==> src/rtl/systolic_pkg.sv <==
// rtl/systolic_pkg.sv - shared state type and default widths for the systolic result drain
package systolic_pkg;

  typedef enum logic {
    IDLE   = 1'b0,
    STREAM = 1'b1
  } drain_state_e;

  localparam int ACC_W_DEF = 16;
  localparam int OUT_W_DEF = 8;

endpackage

==> src/rtl/systolic_result_drain_narrow.sv <==
// rtl/systolic_result_drain_narrow.sv - drain_narrow: signed ACC_WIDTH -> OUT_WIDTH element narrowing
// DRAIN_SAT_EN defined: clamp to the OUT_WIDTH signed range and flag clipping; undefined: wrap.
module drain_narrow
  import systolic_pkg::*;
#(
  parameter int ACC_WIDTH = ACC_W_DEF,
  parameter int OUT_WIDTH = OUT_W_DEF
) (
  input  logic signed [ACC_WIDTH-1:0] acc_in,
  output logic signed [OUT_WIDTH-1:0] out_elem,
  output logic                        clip
);

  generate
    if (OUT_WIDTH == ACC_WIDTH) begin : g_pass
      assign out_elem = acc_in;
      assign clip     = 1'b0;
    end else begin : g_narrow
`ifdef DRAIN_SAT_EN
      localparam logic signed [ACC_WIDTH-1:0] MAX_V =
        {{(ACC_WIDTH-OUT_WIDTH+1){1'b0}}, {(OUT_WIDTH-1){1'b1}}};
      localparam logic signed [ACC_WIDTH-1:0] MIN_V = ~MAX_V;

      always_comb begin
        out_elem = acc_in[OUT_WIDTH-1:0];
        clip     = 1'b0;
        if (acc_in > MAX_V) begin
          out_elem = MAX_V[OUT_WIDTH-1:0];
          clip     = 1'b1;
        end else if (acc_in < MIN_V) begin
          out_elem = MIN_V[OUT_WIDTH-1:0];
          clip     = 1'b1;
        end
      end
`else
      assign out_elem = OUT_WIDTH'(acc_in);
      assign clip     = 1'b0;
`endif
    end
  endgenerate

endmodule

==> src/rtl/systolic_result_drain.sv <==
// rtl/systolic_result_drain.sv - snapshots the M x N accumulator matrix and streams it one row per beat
// Narrowing behaviour selected by DRAIN_SAT_EN inside drain_narrow.
module systolic_result_drain
  import systolic_pkg::*;
#(
  parameter int M         = 4,
  parameter int N         = 4,
  parameter int ACC_WIDTH = ACC_W_DEF,
  parameter int OUT_WIDTH = OUT_W_DEF,
  localparam int ROW_W    = (M > 1) ? $clog2(M) : 1
) (
  input  logic                       clk,
  input  logic                       reset_n,
  input  logic                       start,
  input  logic [M*N*ACC_WIDTH-1:0]   p_flat,
  output logic                       busy,
  output logic                       out_valid,
  input  logic                       out_ready,
  output logic [N*OUT_WIDTH-1:0]     out_data,
  output logic [ROW_W-1:0]           out_row,
  output logic                       out_last,
  output logic                       done,
  output logic                       sat_any
);

  localparam int ROW_BITS = N * ACC_WIDTH;
  localparam int MAT_BITS = M * ROW_BITS;

  drain_state_e         state_q, state_d;
  logic [ROW_W-1:0]     row_q, row_d;
  logic [MAT_BITS-1:0]  snap_q, snap_d;
  logic                 done_q, done_d;
  logic                 sat_q, sat_d;

  logic [ROW_BITS-1:0]  row_data;
  logic [N-1:0]         clip;
  logic                 last;
  logic                 hs;

  assign row_data = snap_q[int'(row_q)*ROW_BITS +: ROW_BITS];
  assign last     = (row_q == ROW_W'(M-1));

  generate
    for (genvar j = 0; j < N; j++) begin : g_col
      drain_narrow #(
        .ACC_WIDTH (ACC_WIDTH),
        .OUT_WIDTH (OUT_WIDTH)
      ) u_narrow (
        .acc_in   (row_data[j*ACC_WIDTH +: ACC_WIDTH]),
        .out_elem (out_data[j*OUT_WIDTH +: OUT_WIDTH]),
        .clip     (clip[j])
      );
    end
  endgenerate

  always_ff @(posedge clk or negedge reset_n) begin
    if (!reset_n) begin
      state_q <= IDLE;
      row_q   <= '0;
      snap_q  <= '0;
      done_q  <= 1'b0;
      sat_q   <= 1'b0;
    end else begin
      state_q <= state_d;
      row_q   <= row_d;
      snap_q  <= snap_d;
      done_q  <= done_d;
      sat_q   <= sat_d;
    end
  end

  always_comb begin
    state_d   = state_q;
    row_d     = row_q;
    snap_d    = snap_q;
    done_d    = 1'b0;
    sat_d     = sat_q;
    busy      = 1'b0;
    out_valid = 1'b0;
    out_last  = 1'b0;
    hs        = 1'b0;

    unique case (state_q)
      IDLE: begin
        // Capture frees the array immediately; stream runs from the private copy.
        if (start) begin
          state_d = STREAM;
          row_d   = '0;
          snap_d  = p_flat;
          sat_d   = 1'b0;
        end
      end
      STREAM: begin
        busy      = 1'b1;
        out_valid = 1'b1;
        out_last  = last;
        hs        = out_ready;
        if (hs) begin
          if (|clip) sat_d = 1'b1;
          if (last) begin
            state_d = IDLE;
            row_d   = '0;
            done_d  = 1'b1;
          end else begin
            row_d = row_q + ROW_W'(1);
          end
        end
      end
      default: state_d = IDLE;
    endcase
  end

  assign out_row = row_q;
  assign done    = done_q;
  assign sat_any = sat_q;

endmodule

==> config.mk <==
export PLATFORM = sky130hd
export DESIGN_NAME = systolic_result_drain
export DESIGN_NICKNAME = d
export VERILOG_FILES = /design/src/rtl/systolic_pkg.sv /design/src/rtl/systolic_result_drain_narrow.sv /design/src/rtl/systolic_result_drain.sv
export SDC_FILE = /design/constraint.sdc
export NUM_CORES = 1
export LEC_CHECK = 0
export CELL_PAD_IN_SITES_DETAIL_PLACEMENT = 1
export CELL_PAD_IN_SITES_GLOBAL_PLACEMENT = 1
export CORE_MARGIN = 3
export CORE_UTILIZATION = 36
export DETAILED_ROUTE_END_ITERATION = 6
export PLACE_DENSITY_LB_ADDON = 0.1
export SLEW_MARGIN = 20
export SYNTH_ARGS = -nofsm -noshare
export SYNTH_HDL_FRONTEND = slang
export SYNTH_SLANG_ARGS = --single-unit
export TNS_END_PERCENT = 10
==> constraint.sdc <==
create_clock -name clk -period 4.67 [get_ports clk]
set_input_delay 1.401 -clock clk [delete_from_list [all_inputs] [get_ports clk]]
set_output_delay 1.401 -clock clk [all_outputs]
set_load 0.05 [all_outputs]
# == Word level (Yosys, flattened, before mapping) ==
# Cells that the tools add are included.
# totals
output_inout_bits,39
inputBits,260
elab_cells,29
regBits,261
# classes
n_reduce_logical,3
eq_ne,3
n_shift,1
bitwise,1
n_mux,15
addsub,1
# ops
operator,count
variable part select 256 x 9 -> 56 bit,1
two-way mux 1 bit,10
two-way mux 2 bit,3
AND reduction 2 bit,3
!= test 2 bit (second input constant),2
case mux 2 bit (2 select lines),1
adder 2 x 1 -> 2 bit (second input constant),1
== test 2 bit (second input constant),1
case mux 1 bit (2 select lines),1
inverter 1 bit,1

# == Depth between registers and ports, before layout ==
# Gate-level depths: netlist of run 1.
# logic_depth
ltp_word,4
depth_mapped,4

# == Hierarchy ==
# From an unflattened synthesis of run 1, not the netlist that was laid out.
# hier_totals
hier_cells,681
hier_area_um2,12788.5
# modules_own_cells
module,n_inst,cells_per_inst,area_each_um2,seq_area_each_um2
systolic_result_drain,1,641,12503.2,6531.3
drain_narrow,4,10,71.3,0.0

# == Worst setup path after synthesis of run 1 ==
# No wires, ideal clock.
# synth_timing
path_kind,flip-flop to output port
startpoint,"register row_q[0], in the netlist out_row[0]"
endpoint,output out_data[10]
n_path_buf,2
arrival_ps,1783
setup_slack_ps,1486
required_ps,3269
stages_incl_launch_ff,4
path_cell_list,dfrtp_1 > buf_4 > buf_4 > mux4_2
# synth_via
elab_chain_len,1
# synth_rtl
item,line,source
from (decl),systolic_result_drain.sv:30,"logic [ROW_W-1:0] row_q, row_d;"
from (signal assigned),systolic_result_drain.sv:65,row_q <= row_d;
variable part select 256 x 9 -> 56 bit,systolic_result_drain.sv:40,assign row_data = snap_q[int'(row_q)*ROW_BITS +: ROW_BITS];
to (decl),systolic_result_drain.sv:19,"output logic [N*OUT_WIDTH-1:0] out_data,"
# No other way between the ends.

# == Final worst setup path of run 1 ==
# layout_timing
startpoint,"register row_q[0], in the netlist out_row[0]"
endpoint,output out_data[8]
# Same word-level chain as after synthesis.

==> run summary, run 1 <==
The startpoint type of the worst setup path is a flop. The tools report the number of global-route vias before repair as 4083. After synthesis, the largest family of logic cells by area is multiplexers.

Summed over all cells, the static leakage comes to 3.71 nW. In this run, synthesis inferred 0 flip-flops with an integrated enable. In this run the biggest area consumer among cell types represents 52.5% of the synthesized area. After detailed placement, the total cell area comes to 8080 um^2.

Excluding fillers, the count of instances in the completed layout stands at 734. In this design, the stage delay of the slowest critical-path cell is 0.80 ns. The wire length of the first global-routing pass is 23600 um, and the adder-cell share of the synthesized area is 0.199%. Counting cells, the worst reg-to-reg path comes to 3. The finished cells cover 8750 um^2. The repair_antennas step left the layout with diodes totalling 0. The violation count after the first detailed-route iteration was 139; the synthesis-to-layout area growth was 39.2%.

Adding up every negative setup slack in the final design gives 0 ns. The hold violation total from the final report is 0. Synthesis inferred 132 register bits.

The number of max-slew violations in the final report is 0, and the number of maximum-capacitance violations is 0. The average via count per standard cell was 4.74. Data on the critical path arrives at its endpoint at 2.77 ns.

Yosys mapped the design onto 17 distinct sky130hd cell types. The tools report the count of synthesis-stage warnings from yosys as 0. Summed over all nets, the switching power comes to 2.55 mW. Routability-driven placement finished with a final weighted congestion of 0.766. The average instance in the mapped netlist occupies 19.2 um^2. The flip-flop cell with the highest count after synthesis was dfrtp_1.

By instance count, the leading cell after synthesis is dfrtp_1. The final layout contains routed wiring with a total length of 14400 um. The tools report the clock tree skew after final layout as 0.00782 ns. The maximum vdd drop is 462 uV, and the multiplexer area fraction after synthesis is 41.2%. 299 I/O pins were placed. In the final layout, the share of cells above drive strength 1 is 40.1%.

In this run the post-CTS setup repair buffer count came out at 0. The internal power of the cells totals 4.53 mW. Synthesis handed over a netlist of 327 instances. The share of the cycle needed by the critical path after routing is 89.3%, and the quantity of hold-fixing buffers added after cts is 0. The setup slack of the most critical reg-to-reg path is 2.70 ns, and the core box area is 16800 um^2. In this run the tightest slew margin relative to its limit is 40.2%. The post-route worst hold slack was 0.503 ns. Of the total power, the clock network draws 21.0%. Of the total power, combinational logic draws 49.3%. The sequential share of power was 29.7%; the count of buffers from port buffering was 169. The number of setup violations in the final report is 0. In this run the most critical hold path is launched from snap_q[181]. STA classifies the critical path endpoint as an output pin.

The count of nets left with antenna violations once routing finished came out at 0. The run gives 702 as the count of placed standard cells including taps. The filler cells instantiated in the layout total 1601. Reg-to-reg startpoint: state_q.

Among all stages on the critical path, the largest delay is contributed by dfrtp_2. The tools report the post-synth net total as 588. Summing all multi-input logic gate instances after layout gives 2670 um^2. The run finished with clean final reports. Ranked by total cell area, the synthesized netlist is headed by dfrtp_1, mux2_4, mux4_2. The DRC violation count after routing came out at 0. The total clock buffers created by CTS came out at 17. After detailed routing, the average wire length per cell comes to 19.6 um. The share of flip-flops with an asynchronous set or reset works out to 100%.

The die boundary height is 138 um. Of the total synthesized cell area, the portion taken by AND, OR, NAND and NOR gates is 0.518%. The clock passes through at most 2 buffers. The clock transition at the registers of the reported paths is 0.06 ns.

The endpoint identified for the worst register-to-register timing path is snap_q[240]. Summing the areas of all compound-gate instances in the mapped netlist gives 0.318% of the synthesized area. For this run, the top clock speed supported by timing is 0.240 GHz. The hold-critical path endpoint was snap_q[181]. The run gives 3310 um^2 as the register area. The run gives 132 as the number of clock sinks. Of all cell types, the one taking the most synthesized area is dfrtp_1.

Of the total synthesized cell area, the portion taken by XOR and XNOR cells is 0%. In the global route stage, overall resource usage came out at 15.7%. The worst path needs 4.17 ns of the cycle, external delays included.

The run gives 9800 um as the post-detailed-placement half-perimeter wirelength. Along the worst path, the maximum fanout reaches 20. Gates resized during post-CTS repair numbered 0. The worst setup path is of the reg2out kind. Die width: 138 um. For this run the aggregate overflow at the end of global routing stands at 0. The maximum number of pins on one net before global-route repair is 111, and the total via count in the routed design is 3478. The share of total power consumed by net switching was 36.0%. Setup repair after global routing left no endpoint under its margin. In the final design database the tool counted 762 nets. The logs give 0 for the number of antenna violations at the first check in global routing and 3.27 ns for the required time of the critical path. The synthesized area came out at 6290 um^2.

In this run the clock root is driven by a clkbuf_16. The instance count along the most critical hold path came out at 1. Once the floorplan was initialized, standard cells occupied 37.4% of the core.

At the pin with the least slew margin, the transition time is 0.896 ns. Clock latency on the worst-skew pair, taken at its later pin, is 0.41 ns. For this run, the detailed router's first-pass iteration total came to 4. Ranked by instance count, the synthesized netlist is headed by dfrtp_1, mux2_4, mux4_2. Row count: 47.

In this run the worst hold path is classified as reg2reg. The share of the yosys chip area belonging to registers came out at 52.5%. The critical path goes through buf_12, mux4_2, clkdlybuf4s50_1. CTS built an H-tree with a depth of 4. TritonCTS built the clock tree.

The total power divided by cell area was 809 nW/um^2; the die outline area was 19100 um^2.
==> power by group through the flow <==
stage               logic (mW)  clock network, mW  registers, mW
floorplan                 2.70                  0           1.98
global placement          3.49                  0           2.08
detailed placement        3.52                  0           2.12
CTS                       3.54               1.53           2.12
global route              3.66               1.60           2.19
finish                    3.49               1.49           2.10
==> sequential cells by signal, indices dropped and copies added, names as in the netlist <==
| register | count |
|---|---|
| done | 1 |
| out_row | 2 |
| snap_q | 128 |
| state_q | 1 |
==> per-layer routing <==
metal	vias up	GRT usage, %	share of wire (%)
met4	0	3.74	0.83
met5	-	0	0
met2	115	23.6	46
li1	1557	-	-
met3	9	7.04	7.5
met1	1797	21.0	46
==> metrics by stage <==
| stage | power [mW] | utilization, % | worst slack (ns) |
|---|---|---|---|
| floorplan | 4.68 | - | 1.49 |
| global placement | 5.57 | 48.0 | 0.862 |
| detailed placement | 5.64 | 48.0 | 0.839 |
| CTS | 7.19 | 52.0 | 0.387 |
| global route | 7.45 | 52.0 | 0.308 |
| finish | 7.08 | 52.0 | 0.499 |
==> cell families after synthesis <==
group | count (synthesis)
compound gates | 2
fa+ha+maj | 1
buf+inv | 24
flops | 132
mux | 161
other cells | 1
simple gates | 6
==> layout by cell type (no fill, tap or decap), drive strengths merged, types with 2 or more instances in the layout <==
cell type	count
mux4	32
dfrtp	132
nor2	3
clkinvlp	2
buf	10
mux2	128
clkinv	5
clkdlybuf4s50	168
bufinv	5
clkbuf	21
a32o	2
==> how the worst max path moves through the flow <==
stage               startpoint           end  cells after the start
finish              out_row[0]   out_data[8]                      3
global route        out_row[0]   out_data[8]                      3
CTS                 out_row[0]  out_data[27]                      3
detailed placement  out_row[0]  out_data[25]                      3
global placement    out_row[0]  out_data[27]                      3
floorplan           out_row[0]  out_data[10]                      3
==> worst max-delay path: cells and delay by family, from the launching register on <==
kind	cells	cell delay, ns
buffers and inverters	2	1.04
muxes	1	0.51
DFF	1	0.80
==> final cells by class <==
cell class,instances,area share [%]
flip-flops and latches,132,37.8
repair buffers,179,21.0
clock inverters,12,2.30
clock buffers,20,5.33
well taps,220,3.15
multi-input cells,171,30.5
No activity file was read; power rests on OpenSTA's default activity.
==> run 2: changes to the inputs <==
CORE_UTILIZATION = 33   (was 36)
clock period = 3.96 ns   (was 4.67 ns; I/O delays follow)
==> run summary, run 2 (synthesis gave the netlist of run 1 again) <==
The flow ran to the end, and the final reports show no timing, DRC or antenna violations. The final global-route overflow total came out at 0 (unchanged). The die outline area came out at 20700 um^2 (+8.7%). TritonCTS built the clock tree. Leaving out fill and tap cells, the most frequent cell in the layout is clkdlybuf4s50_1.

The number of max-slew violations in the final report was 0 (unchanged). The slew at the pin closest to its max-slew limit is 0.637 ns (-0.259 ns). The run gives 710 (+1.1%) as the count of placed standard cells including taps.

The highest fanout seen on the critical path was 22 (+10%); the die width was 144 um (+4.3%). The minimum setup slack in the final design is 0.251 ns (-0.247 ns), and the average detailed-routed wire length per instance is 20.2 um (+3.4%). The hold violation total from the final report was 0 (unchanged). Among all stages on the critical path, the largest delay is contributed by clkdlybuf4s50_1. The tools report the total via count in the routed design as 3539 (+1.8%).

The number of global-route vias before repair was 4225 (+3.5%); the number of detailed-routing iterations run before antenna repair was 4 (unchanged). Share of total power in the clock network: 19.0% (-2.0 points). STA classifies the critical path startpoint as a flop.

Net load switching power: 3.04 mW (+19%). The depth of the worst register-to-register path is 3 (unchanged), and the I/O pin total is 299 (unchanged). The number of flip-flops in the largest register was 128 (unchanged); the worst-case headroom to the max-slew limit was 57.5% (+17 points).

The library cells used most frequently in the layout, excluding fill and tap cells, are clkdlybuf4s50_1, dfrtp_1, mux2_4. The fraction of final layout cells with drive strength greater than 1 is 39.4% (-0.70 points). The final critical path time including I/O delays and setup is 3.71 ns, and the instance count along the most critical hold path is 1 (unchanged). The clock tree skew after final layout was 0.00964 ns (+0.00182 ns). The total power divided by cell area came out at 946 nW/um^2 (+17%). The critical path class was reg2out.

Average via count per standard cell: 4.77 (+0.66%). For the count of antenna diodes in the layout, the log shows 0 (unchanged). The required time of the critical path was 2.77 ns (-0.50 ns). The routability-driven placement congestion ratio is 0.714 (-6.8%). Walking the worst path, the cells encountered are buf_12, mux4_2, clkdlybuf4s50_1. The logic depth of the worst path, buffers included was 3 (unchanged); the global-route track usage on met1 was 20.2% (-0.87 points). Wire length of the first global-routing pass: 23900 um (+1.6%). The quantity of hold-fixing buffers added after cts came out at 0 (unchanged).

The tools report the DRC violation count after routing as 0 (unchanged). Register bank with the most flops: snap_q. For the standby leakage power, the log shows 3.66 nW (-1.2%). After layout, the worst path uses 93.7% of the clock period. The run gives 396 uV (-14%) as the maximum vdd drop.

Maximum achievable frequency: 0.270 GHz. The count of buffers from port buffering is 169 (unchanged). For the global routing usage summed across all routing layers, the log shows 15.2% (-0.49 points). The cell family contributing the most delay on the critical path is buffers and inverters. The clock transition at the registers of the reported paths is 0.06 ns (about the same), and the post-CTS repair timing setup buffer count is 0 (unchanged). The logs give 23.3% (-0.21 points) for the met2 demand-to-capacity share in global routing and 2 (unchanged) for the maximum clock insertion buffer count.

The run gives 2.52 ns (-0.25 ns) as the arrival time of the worst setup path. For the met3 usage in global routing, the log shows 5.59% (-1.5 points). Setup repair after global routing left no endpoint under its margin.

Number of clock sinks: 132 (unchanged). The run gives 0.41 ns (about the same) as the clock latency on the worst-skew pair. The tools report the effective utilization at floorplan as 34.3% (-3.1 points). The post-layout net count came out at 761 (-0.13%). Type of the tightest min-delay check: reg2reg. The post-detailed-placement half-perimeter wirelength is 10200 um (+3.9%). STA classifies the critical path endpoint as an output pin. The number of cells in the finished layout apart from fillers was 742 (+1.1%). The row count came out at 49 (+4.3%). Compared with the post-synthesis result, the final layout area differs by 38.0%. The tools report the post-layout utilization of the core as 47.3% (-4.7 points). The antenna violation net count after detailed routing came out at 0 (unchanged).

Number of antenna violations at the first check in global routing: 0 (unchanged). The largest stage delay on the critical path is 0.74 ns (-0.06 ns), and the total buffers and inverters traversed by the critical path is 2 (unchanged). The tools report the sum of negative setup slack as 0 ns (unchanged).

Buffer type at the clock tree root: clkbuf_16. The number of gates resized after CTS is 0 (unchanged). The violation count after the first detailed-route iteration is 91 (-35%).

The number of H-tree levels is 4 (unchanged), and the die boundary height is 144 um (+4.3%). The sequential share of power came out at 30.2% (+0.5 points). The logs give 0 (unchanged) for the number of setup violations in the final report and 8090 um^2 (+0.20%) for the post-place instance area.

The number of maximum-capacitance violations came out at 0 (unchanged). The tools report the maximum number of pins on one net before global-route repair as 66 (-41%). For the internal portion of total power, the log shows 5.17 mW (+14%). The final non-filler cell area is 8670 um^2 (-0.84%), and the total clock buffers created by CTS is 17 (unchanged). The setup slack after placement is 0.649 ns (-0.190 ns). The share of total power consumed by net switching works out to 37.0% (+1.0 points). Layer with the highest usage: met2. Setup slack of the most critical reg-to-reg path: 2.29 ns (-0.41 ns). The run gives 50.8% (+1.5 points) as the combinational fraction of design power. The logs give 18300 um^2 (+9.0%) for the core box area and 15000 um (+4.5%) for the detailed-route wire length.
## run 2: path summary, 6_finish.rpt
path                             startpoint            to
worst max-delay path             out_row[0]  out_data[25]
worst max register to register      state_q   snap_q[100]
worst min-delay path            snap_q[164]   snap_q[164]
max in group asynchronous           reset_n   snap_q[101]
worst min register to register  snap_q[164]   snap_q[164]
min in group asynchronous           reset_n   snap_q[132]
## run 2: area by class of cell
type	count	area [um^2]
Fill cell	1775	9660
Sequential cell	132	3310
Multi-Input combinational cell	171	2670
Timing Repair Buffer	178	1840
Clock buffer	23	478
Tap cell	229	287
Clock inverter	9	103
## run 2: worst register-to-register path, delay by kind of cell (launching register included)
family,cells,cell delay (ns)
muxes,1,0.46
DFF,1,0.51
buffers and inverters,1,0.35
and+or+nand+nor,1,0.25
## run 2: metrics by stage
stage | power, mW | hold WS (ns)
finish | 8.21 | 0.505
global route | 8.63 | 0.513
CTS | 8.34 | 0.507
detailed placement | 6.69 | 0.489
global placement | 6.61 | 0.486
floorplan | 5.51 | 0.475
## run 2: power groups by stage
stage / Clock, mW / Combinational (mW) / Sequential [mW]
floorplan: 0 / 3.18 / 2.33
global placement: 0 / 4.16 / 2.46
detailed placement: 0 / 4.20 / 2.49
CTS: 1.61 / 4.24 / 2.49
global route: 1.67 / 4.39 / 2.57
finish: 1.56 / 4.17 / 2.48
## run 2: metal layers
layer	wire (um)	part of all wire [%]	vias up
li1	-	-	1558
met1	6750	45	1856
met2	6990	47	114
met3	1120	7.5	11
met4	157	1.0	0
met5	0	0	-
==> run 3: changes to the inputs <==
CORE_UTILIZATION = 31   (was 33)
CTS_BUF_LIST = sky130_fd_sc_hd__clkbuf_4   (was unset)
PLACE_DENSITY = 0.77   (was unset)
PLACE_DENSITY_LB_ADDON = unset   (was 0.1)
clock period = 3 ns   (was 3.96 ns; I/O delays follow)
==> run summary, run 3 (synthesis gave the netlist of run 1 again) <==
For the post-detailed-placement half-perimeter wirelength, the log shows 10400 um (+2.6%). The tools report the antenna violation net count after detailed routing as 0 (unchanged). The run finished with clean final reports. The count of buffers from port buffering was 169 (unchanged). The effective utilization at floorplan was 31.9% (-2.4 points); the post-route worst hold slack was 0.336 ns (-0.169 ns). Maximum vdd drop: 724 uV (+83%). STA classifies the critical path endpoint as an output pin.

The tools report the maximum clock insertion buffer count as 2 (unchanged). The quantity of hold-fixing buffers added after cts was 0 (unchanged). The post-layout net count is 764 (+0.39%). The logs give 0 (unchanged) for the final global-route overflow total and 51 (+4.1%) for the row count.

The highest-delay cell along the critical path was clkdlybuf4s50_1. The total power divided by cell area is 1220 nW/um^2 (+29%). In this run the critical register-to-register path is captured at snap_q[1].

The tools report the global routing usage summed across all routing layers as 13.9% (-1.3 points). The logs give 8580 um^2 (-1.1%) for the final non-filler cell area and 23700 um (-0.78%) for the wire length of the first global-routing pass. On the critical path the largest part of the delay comes from buffers and inverters.

The logic depth of the worst path, buffers included came out at 1 (-2). The number of H-tree levels was 4 (unchanged). The setup slack after placement was 0.369 ns (-0.280 ns). The number of flip-flops in the largest register is 128 (unchanged), and the core box area is 19700 um^2 (+7.6%).

For the number of antenna violations at the first check in global routing, the log shows 1 (+1). The detailed-route wire length is 15000 um (-0.31%). The die width was 148 um (+3.0%). The worst path uses 95.5% of the clock period. The setup slack of the most critical reg-to-reg path came out at 1.34 ns (-0.95 ns).

The number of max-slew violations in the final report is 0 (unchanged), and the die outline area is 22000 um^2 (+6.2%). Type of the tightest min-delay check: in2async. TritonCTS built the clock tree. The count of placed standard cells including taps came out at 748 (+5.4%).

For the count of antenna diodes in the layout, the log shows 0 (unchanged). For the DRC violation count after routing, the log shows 0 (unchanged). The clock latency on the worst-skew pair is 0.52 ns (+0.11 ns), and the fraction of final layout cells with drive strength greater than 1 is 46.9% (+7.5 points). Required time of the critical path: 2.10 ns (-0.67 ns). The minimum setup slack in the final design came out at 0.135 ns (-0.116 ns). The tree is rooted in a clkbuf_4.

The logs give 62 (-6.1%) for the maximum number of pins on one net before global-route repair and 10.4 mW (+27%) for the overall power of the completed layout. For the worst-case headroom to the max-slew limit, the log shows 61.5% (+3.9 points). The clock transition at the registers of the reported paths came out at 0.12 ns (+0.06 ns). The area growth from synthesis to layout is 36.5%. Startpoint type of the worst setup path: a flop.

The slew at the pin closest to its max-slew limit was 0.578 ns (-0.0592 ns). The total clock buffers created by CTS is 17 (unchanged). The average detailed-routed wire length per instance is 19.2 um (-5.3%).

Violation count after the first detailed-route iteration: 61 (-33%). In the layout the commonest cells are clkdlybuf4s50_1, dfrtp_1, mux2_4. The most critical setup path has its startpoint at state_q.

The routed design could run at a clock period as short as 2.86 ns. Leaving out fill and tap cells, the most frequent cell in the layout is clkdlybuf4s50_1. The worst setup path is of the reg2out kind. Setup repair after global routing left no endpoint under its margin. The arrival time of the worst setup path is 1.96 ns (-0.56 ns), and the hold violation total from the final report is 0 (unchanged).

The register bank with the most flops was snap_q. Capture point of the critical path: out_valid. The run gives 0 (unchanged) as the number of setup violations in the final report. Number of clock sinks: 132 (unchanged). The depth of the worst register-to-register path came out at 4 (+1).

Timing would allow up to 0.349 GHz. The die boundary height came out at 148 um (+3.0%). The number of global-route vias before repair came out at 4234 (+0.21%). The startpoint identified for the worst register-to-register timing path is state_q.

The clock tree skew after final layout came out at 0.0153 ns (+0.00566 ns). The highest fanout seen on the critical path came out at 9 (-59%). For the sum of negative setup slack, the log shows 0 ns (unchanged). The signal on the critical path passes through clkdlybuf4s50_1. The tools report the number of detailed-routing iterations run before antenna repair as 4 (unchanged). The post-layout utilization of the core is 43.5% (-3.8 points). The logs give 3549 (+0.28%) for the total via count in the routed design and 781 (+5.3%) for the number of cells in the finished layout apart from fillers.

The average via count per standard cell was 4.54 (-4.7%); the total buffers and inverters traversed by the critical path was 1 (-1). The largest stage delay on the critical path is 0.88 ns (+0.14 ns). The number of maximum-capacitance violations is 0 (unchanged), and the post-place instance area is 8250 um^2 (+2.0%). The standby leakage power is 3.66 nW (-0.15%), and the I/O pin total is 299 (unchanged).

The run gives 0.726 (+1.8%) as the routability-driven placement congestion ratio.
-- run 3: changes by cell type in the layout (fill, tap and decap cells not counted), moves of 4 or more --
cell	change
buf_12	+14
clkbuf_16	-16
clkdlybuf4s50_1	-35
buf_4	+21
clkbuf_4	+18
clkinv_4	+4
-- run 3: layout make-up --
type | count | area, um^2
clock buffers | 18 | 135
clock inverters | 14 | 153
fillers | 1941 | 11100
multi-input cells | 171 | 2670
flip-flops and latches | 132 | 3310
well taps | 265 | 332
repair buffers | 181 | 1990
-- run 3: metal layers --
metal,wire (um),share of wire (%),track usage [%]
met2,7450,50,23.1
met3,984,6.6,5.18
met4,149,1.0,3.33
met1,6370,43,17.4
met5,13,0.087,0
-- run 3: worst min-delay path by stage --
stage                  endpoint  slack, ns  depth (start not counted)
floorplan           snap_q[160]       0.48                          1
global placement    snap_q[164]       0.49                          1
detailed placement  snap_q[145]       0.49                          1
CTS                  snap_q[69]       0.29                          1
global route          snap_q[5]       0.30                          1
finish                snap_q[5]       0.34                          1
-- run 3: timing repair --
| item | CTS | global route |
|---|---|---|
| endpoints found under the hold margin | 0 | 0 |
| cloned | 0 | 1 |
| endpoints found under the setup margin | 8 | 32 |
| gates resized for setup | 2 | 1 |
| buffers inserted | 0 | 0 |
-- run 3: report_power, final --
part	leakage [nW]	internal [mW]	switching, mW
registers	1.59	2.67	0.563
logic	1.93	3.19	2.80
clock network	0.147	0.511	0.704
